--- src/rtl/fetch_stage.sv ---
// Fetch stage: owns the PC, drives the instruction ROM address and the F/D latch,
// and handles stalls, redirects and post-redirect squash bubbles. Define FETCH_PERF_EN for fetch/stall counters.
module fetch_stage #(
   parameter logic [31:0] RESET_PC      = 32'd0,
   parameter int          ADDR_W        = 12,
   parameter int          SQUASH_CYCLES = 1,
   parameter logic [31:0] NOP           = 32'd0
) (
   input  logic              i_clock,
   input  logic              i_reset,
   input  logic              i_stall,
   input  logic              i_redirect,
   input  logic [31:0]       i_redirect_pc,
   output logic [ADDR_W-1:0] o_imem_addr,
   input  logic [31:0]       i_imem_data,
   output logic [31:0]       o_pc_f,
   output logic [31:0]       o_ir_d,
   output logic [31:0]       o_pc_d,
`ifdef FETCH_PERF_EN
   output logic              o_fd_valid,
   output logic [31:0]       o_fetch_cnt,
   output logic [31:0]       o_stall_cnt
`else
   output logic              o_fd_valid
`endif
);

   typedef enum logic [1:0] {
      RUN     = 2'd0,
      STALLED = 2'd1,
      SQUASH  = 2'd2
   } state_t;

   localparam logic [3:0] SQUASH_LOAD = 4'(SQUASH_CYCLES);

   state_t      r_state;
   logic [31:0] r_pc;
   logic [31:0] r_ir;
   logic [31:0] r_pc_d;
   logic        r_valid;
   logic [3:0]  r_squash_cnt;

   logic [31:0] w_pc_inc;
   logic        w_fetch;

   assign w_pc_inc = r_pc + 32'd1;
   // A real instruction is latched only outside squash, with no redirect or stall this edge.
   assign w_fetch  = !i_redirect && !i_stall && (r_state != SQUASH);

   always_ff @(posedge i_clock or posedge i_reset) begin
      if (i_reset) begin
         r_state      <= RUN;
         r_pc         <= RESET_PC;
         r_ir         <= NOP;
         r_pc_d       <= 32'd0;
         r_valid      <= 1'b0;
         r_squash_cnt <= 4'd0;
      end else if (i_redirect) begin
         r_pc         <= i_redirect_pc;
         r_ir         <= NOP;
         r_valid      <= 1'b0;
         r_squash_cnt <= SQUASH_LOAD;
         r_state      <= (SQUASH_LOAD != 4'd0) ? SQUASH : RUN;
      end else begin
         case (r_state)
            RUN: begin
               if (i_stall) r_state <= STALLED;
            end
            STALLED: begin
               if (!i_stall) r_state <= RUN;
            end
            SQUASH: begin
               // PC keeps advancing but the fetched word is thrown away.
               if (!i_stall) begin
                  r_pc         <= w_pc_inc;
                  r_ir         <= NOP;
                  r_pc_d       <= w_pc_inc;
                  r_valid      <= 1'b0;
                  r_squash_cnt <= r_squash_cnt - 4'd1;
                  if (r_squash_cnt <= 4'd1) r_state <= RUN;
               end
            end
            default: r_state <= RUN;
         endcase
         if (w_fetch) begin
            r_pc    <= w_pc_inc;
            r_ir    <= i_imem_data;
            r_pc_d  <= w_pc_inc;
            r_valid <= 1'b1;
         end
      end
   end

   assign o_imem_addr = r_pc[ADDR_W-1:0];
   assign o_pc_f      = r_pc;
   assign o_ir_d      = r_ir;
   assign o_pc_d      = r_pc_d;
   assign o_fd_valid  = r_valid;

`ifdef FETCH_PERF_EN
   logic [31:0] r_fetch_cnt;
   logic [31:0] r_stall_cnt;

   always_ff @(posedge i_clock or posedge i_reset) begin
      if (i_reset) begin
         r_fetch_cnt <= 32'd0;
         r_stall_cnt <= 32'd0;
      end else begin
         if (w_fetch) r_fetch_cnt <= r_fetch_cnt + 32'd1;
         if (i_stall && !i_redirect) r_stall_cnt <= r_stall_cnt + 32'd1;
      end
   end

   assign o_fetch_cnt = r_fetch_cnt;
   assign o_stall_cnt = r_stall_cnt;
`endif

endmodule

--- config.mk ---
export PLATFORM = sky130hd
export DESIGN_NAME = fetch_stage
export DESIGN_NICKNAME = d
export VERILOG_FILES = /design/src/rtl/fetch_stage.sv
export SDC_FILE = /design/constraint.sdc
export NUM_CORES = 1
export LEC_CHECK = 0
export CORE_AREA = 2 2 123 113
export CTS_CLUSTER_DIAMETER = 150
export CTS_CLUSTER_SIZE = 40
export DETAILED_ROUTE_END_ITERATION = 10
export DIE_AREA = 0 0 125 115
export PLACE_DENSITY = 0.68
export RECOVER_POWER = 50
export REMOVE_ABC_BUFFERS = 1
export SYNTH_ARGS = -nofsm -noshare
export SYNTH_HDL_FRONTEND = slang
export SYNTH_SLANG_ARGS = --single-unit
--- constraint.sdc ---
create_clock -name i_clock -period 6.5 [get_ports i_clock]
set_input_delay 0.975 -clock i_clock [delete_from_list [all_inputs] [get_ports i_clock]]
set_output_delay 0.975 -clock i_clock [all_outputs]
set_load 0.1 [all_outputs]
==> impl_results.md <==
- Status: finished with violations
- Violations in the final reports: max-capacitance violations, max-slew violations
- Most congested layer reported by global routing: met2
- Post_cts resized: 0
- Final Skew: approximately 0.013 ns
- Synthesis warning total: 0
- Top library cells by usage in the layout, fill and taps aside: 158 x clkdlybuf4s50_1, 103 x dfrtp_1, 62 x nand2_1
- DRC violation count after routing: 0
- Tcrit/Tclk final: ~62%
- Buffers and inverters on the worst path: 2
- Antenna-violating nets left: 0
- Layout area overhead: 39.0%
- Achievable frequency: between 200 and 250 MHz
- Post-DP HPWL: ~10000 um
- Avg Synthesized Cell Area: 9.71 um2
- Antenna violations before repair: 0
- Sum of negative setup slack: 0 ns
- Crit path DAT: roughly 4.2 ns
- Type of element capturing the critical path: flip-flop
- Skew-Pair Late Insertion Delay: 0.35 ns
- Required @ worst endpoint: 6.73 ns
- H-Tree Level Count: 3
- Slowest stage delay, CP: around 1.6 ns
- Combined area of the multi-input logic cells: about 0.0023 mm2
- Global routing usage on met2: ~32%
- Number of buffers inserted during clock tree synthesis: 9
- Number of nets at the end of the flow: roughly 740
- Seq cells post-synth: around 100
- Hold buffer count at CTS: 0
- Maximum number of pins on one net before global-route repair: 71
- Fraction of synthesized cell area taken by the top area cell type: slightly above 50%
- Top_reg_cell synth: dfrtp_1
- Total number of placement rows: 40
- Setup Buffers After CTS: 0
- Wirelength per Cell: 17.7 um
- Worst path top cell family by delay: simple AND/OR/NAND/NOR gates
- Maximum count of clock buffers along a single path: 2
- Met1 layer usage reported by global route: between 20% and 30%
- Core ar.: around 0.013 mm2
- Via count of the first global-routing pass: around 4500
- Fraction of final layout cells sized beyond drive strength 1: approximately 3.9%
- Number of instances in the synthesized netlist: 528
- Worst Max-Slew Pin Slew: roughly 2.1 ns
- Ordered cell list for the critical path: dlygate4sd3_1 -> or2_0 -> a21oi_2 -> buf_4 -> a22o_1
- Number of synthesized flops with an enable pin: 0
- Chip height: 115 um
- Vias per std cell: roughly 5.5
- Overall global routing resource usage: 20.5%
- DRC marker count from the first detailed-route iteration: 405
- Global placer's final weighted congestion: 0.813
- Clk root buf: clkbuf_16
- Final-report setup violation count: 0
- Register area: between 0.002 and 0.003 mm2
- Count of final max-slew check failures: about 110
- Die boundary width: about 130 um
- Kind of start point of the critical path: primary input
- Clock-pin slew of the registers on the worst-case setup and hold paths: about 0.060 ns
- Boundary Pins: between 150 and 200
- Seq/Total Area, Yosys: between 50% and 60%
- Count of placed standard cells in the final layout, fillers left out: between 800 and 900
- Sinks on Clock Net: just over 100
- Routed via count: between 4000 and 5000
- Hold/Removal Path Class: flip-flop to flip-flop
- Syn Std Cell Area: about 0.005 mm2
- Global route total overflow: 0
- Static leakage: about 2.8 nW
- Shortest clock period the worst path allows after layout: around 4 ns
- Most common cell after layout, fill and taps aside: clkdlybuf4s50_1
- First-pass GRT wire length: approximately 24000 um
- Die ar.: 0.0144 mm2
- Detailed-routing iteration count for the pre-antenna-repair pass: 4
- Worst slew margin relative to its limit: -42.7%
- FILL cells: roughly 1200
- Post-placement cell count: 822
- TritonCTS clock tree: done
- Largest cells by area after synthesis: dfrtp_1 50%, a22o_1 5.5%, nand2_1 4.5%
- Unrepaired setup endpoints after global routing: false
- Initial core utilization: between 30% and 40%
- Met3 Track Usage GR: 4.93%
- Endpoints failing hold: 0
- Cell type with the largest total area after synthesis: dfrtp_1
- Number of buffers added on ports: approximately 180
- Antenna diode instance count: 0
- Largest fanout on the critical path: 42
- Ratio of total power to cell area: about 300 mW/mm2
- Maximum vdd drop: between 150 and 200 uV
- Critical path start-end classification: primary input to flip-flop
- Maxcap violations: 2
- CP max stage cell: or2_0
- Number of distinct standard cells referenced by the synthesized netlist: between 40 and 50
- Proportion of register bits with asynchronous set or reset after synthesis: 100%
- Total Routed Length: 14800 um
==> layer usage <==
| metal | part of all wire, % | vias to the layer above |
|---|---|---|
| met5 | 0 | - |
| met4 | 1.5 | 0 |
| met3 | 5.1 | 16 |
| met2 | 49 | 137 |
| met1 | 45 | 2226 |
| li1 | - | 2213 |
==> worst paths after layout <==
check,startpoint,depth (start not counted),to,slack [ns]
setup / recovery,i_stall,5,o_ir_d[21],2.49
hold / removal,o_fd_valid,1,o_fd_valid,0.48
setup reg to reg,o_pc_f[7],4,o_pc_f[25],3.84
hold reg to reg,o_fd_valid,1,o_fd_valid,0.48
max in group asynchronous,i_reset,3,o_pc_f[10],2.77
min in group asynchronous,i_reset,2,o_ir_d[2],1.40
==> cell type report <==
| cell class | instances | area share, % |
|---|---|---|
| Clock buffer | 10 | 3.21 |
| Clock inverter | 6 | 0.526 |
| Sequential cell | 103 | 36.1 |
| Tap cell | 168 | 2.95 |
| Inverter | 8 | 0.439 |
| Multi-Input combinational cell | 363 | 31.8 |
| Timing Repair Buffer | 180 | 25.0 |
==> state kept, by name (all words and copies together) (netlist names) <==
signal        flops
o_ir_d           32
o_pc_d           32
o_pc_f           32
r_squash_cnt      4
r_state           2
o_fd_valid        1
==> metrics by stage <==
stage               area (um2)  setup WS (ns)  total power (W)  hold slack (ns)  utilization, %
floorplan                 4870           2.76          0.00140            0.437               -
global placement          6870           2.98          0.00165            0.460            52.4
detailed placement        6870           2.77          0.00165            0.467            52.4
CTS                       7140           3.14          0.00215            0.482            54.5
global route              7130           2.21          0.00221            0.511            54.4
finish                    7130           2.49          0.00213            0.479            54.4
==> power by group <==
group | switching (W) | internal (W)
Sequential | 0.0000734 | 0.000706
Combinational | 0.000651 | 0.000205
Clock | 0.000238 | 0.000259
Total | 0.000962 | 0.00117
==> cells by family after synthesis <==
logic type      synth area share, %
simple gates                   21.0
compound gates                 17.3
flops                          50.3
buf+inv                        5.71
xor+xnor                       4.78
fa+ha+maj                     0.732
mux                           0.195
==> synth_stat cells, types with 2 or more instances <==
cell type  instances
inv_1              8
buf_1              4
o21ai_0           34
nor3_1            11
xnor2_1           19
a22o_1            32
xor2_1             9
nor4_1             6
ha_1               3
nand2_1           62
o311ai_0           6
buf_2              6
nor2_1            28
clkbuf_1          31
o211ai_1          10
nor2b_1            4
nand4_1            6
a31oi_1           18
a22oi_1            2
and4_1             4
o31ai_1           14
or4_1             26
or2_2              3
dfrtp_1          103
buf_4             12
a21oi_1            3
and3_1             6
o41ai_1            2
nand4b_1           4
nand3_1           28
or3_1             12
No activity file was read; power rests on OpenSTA's default activity.
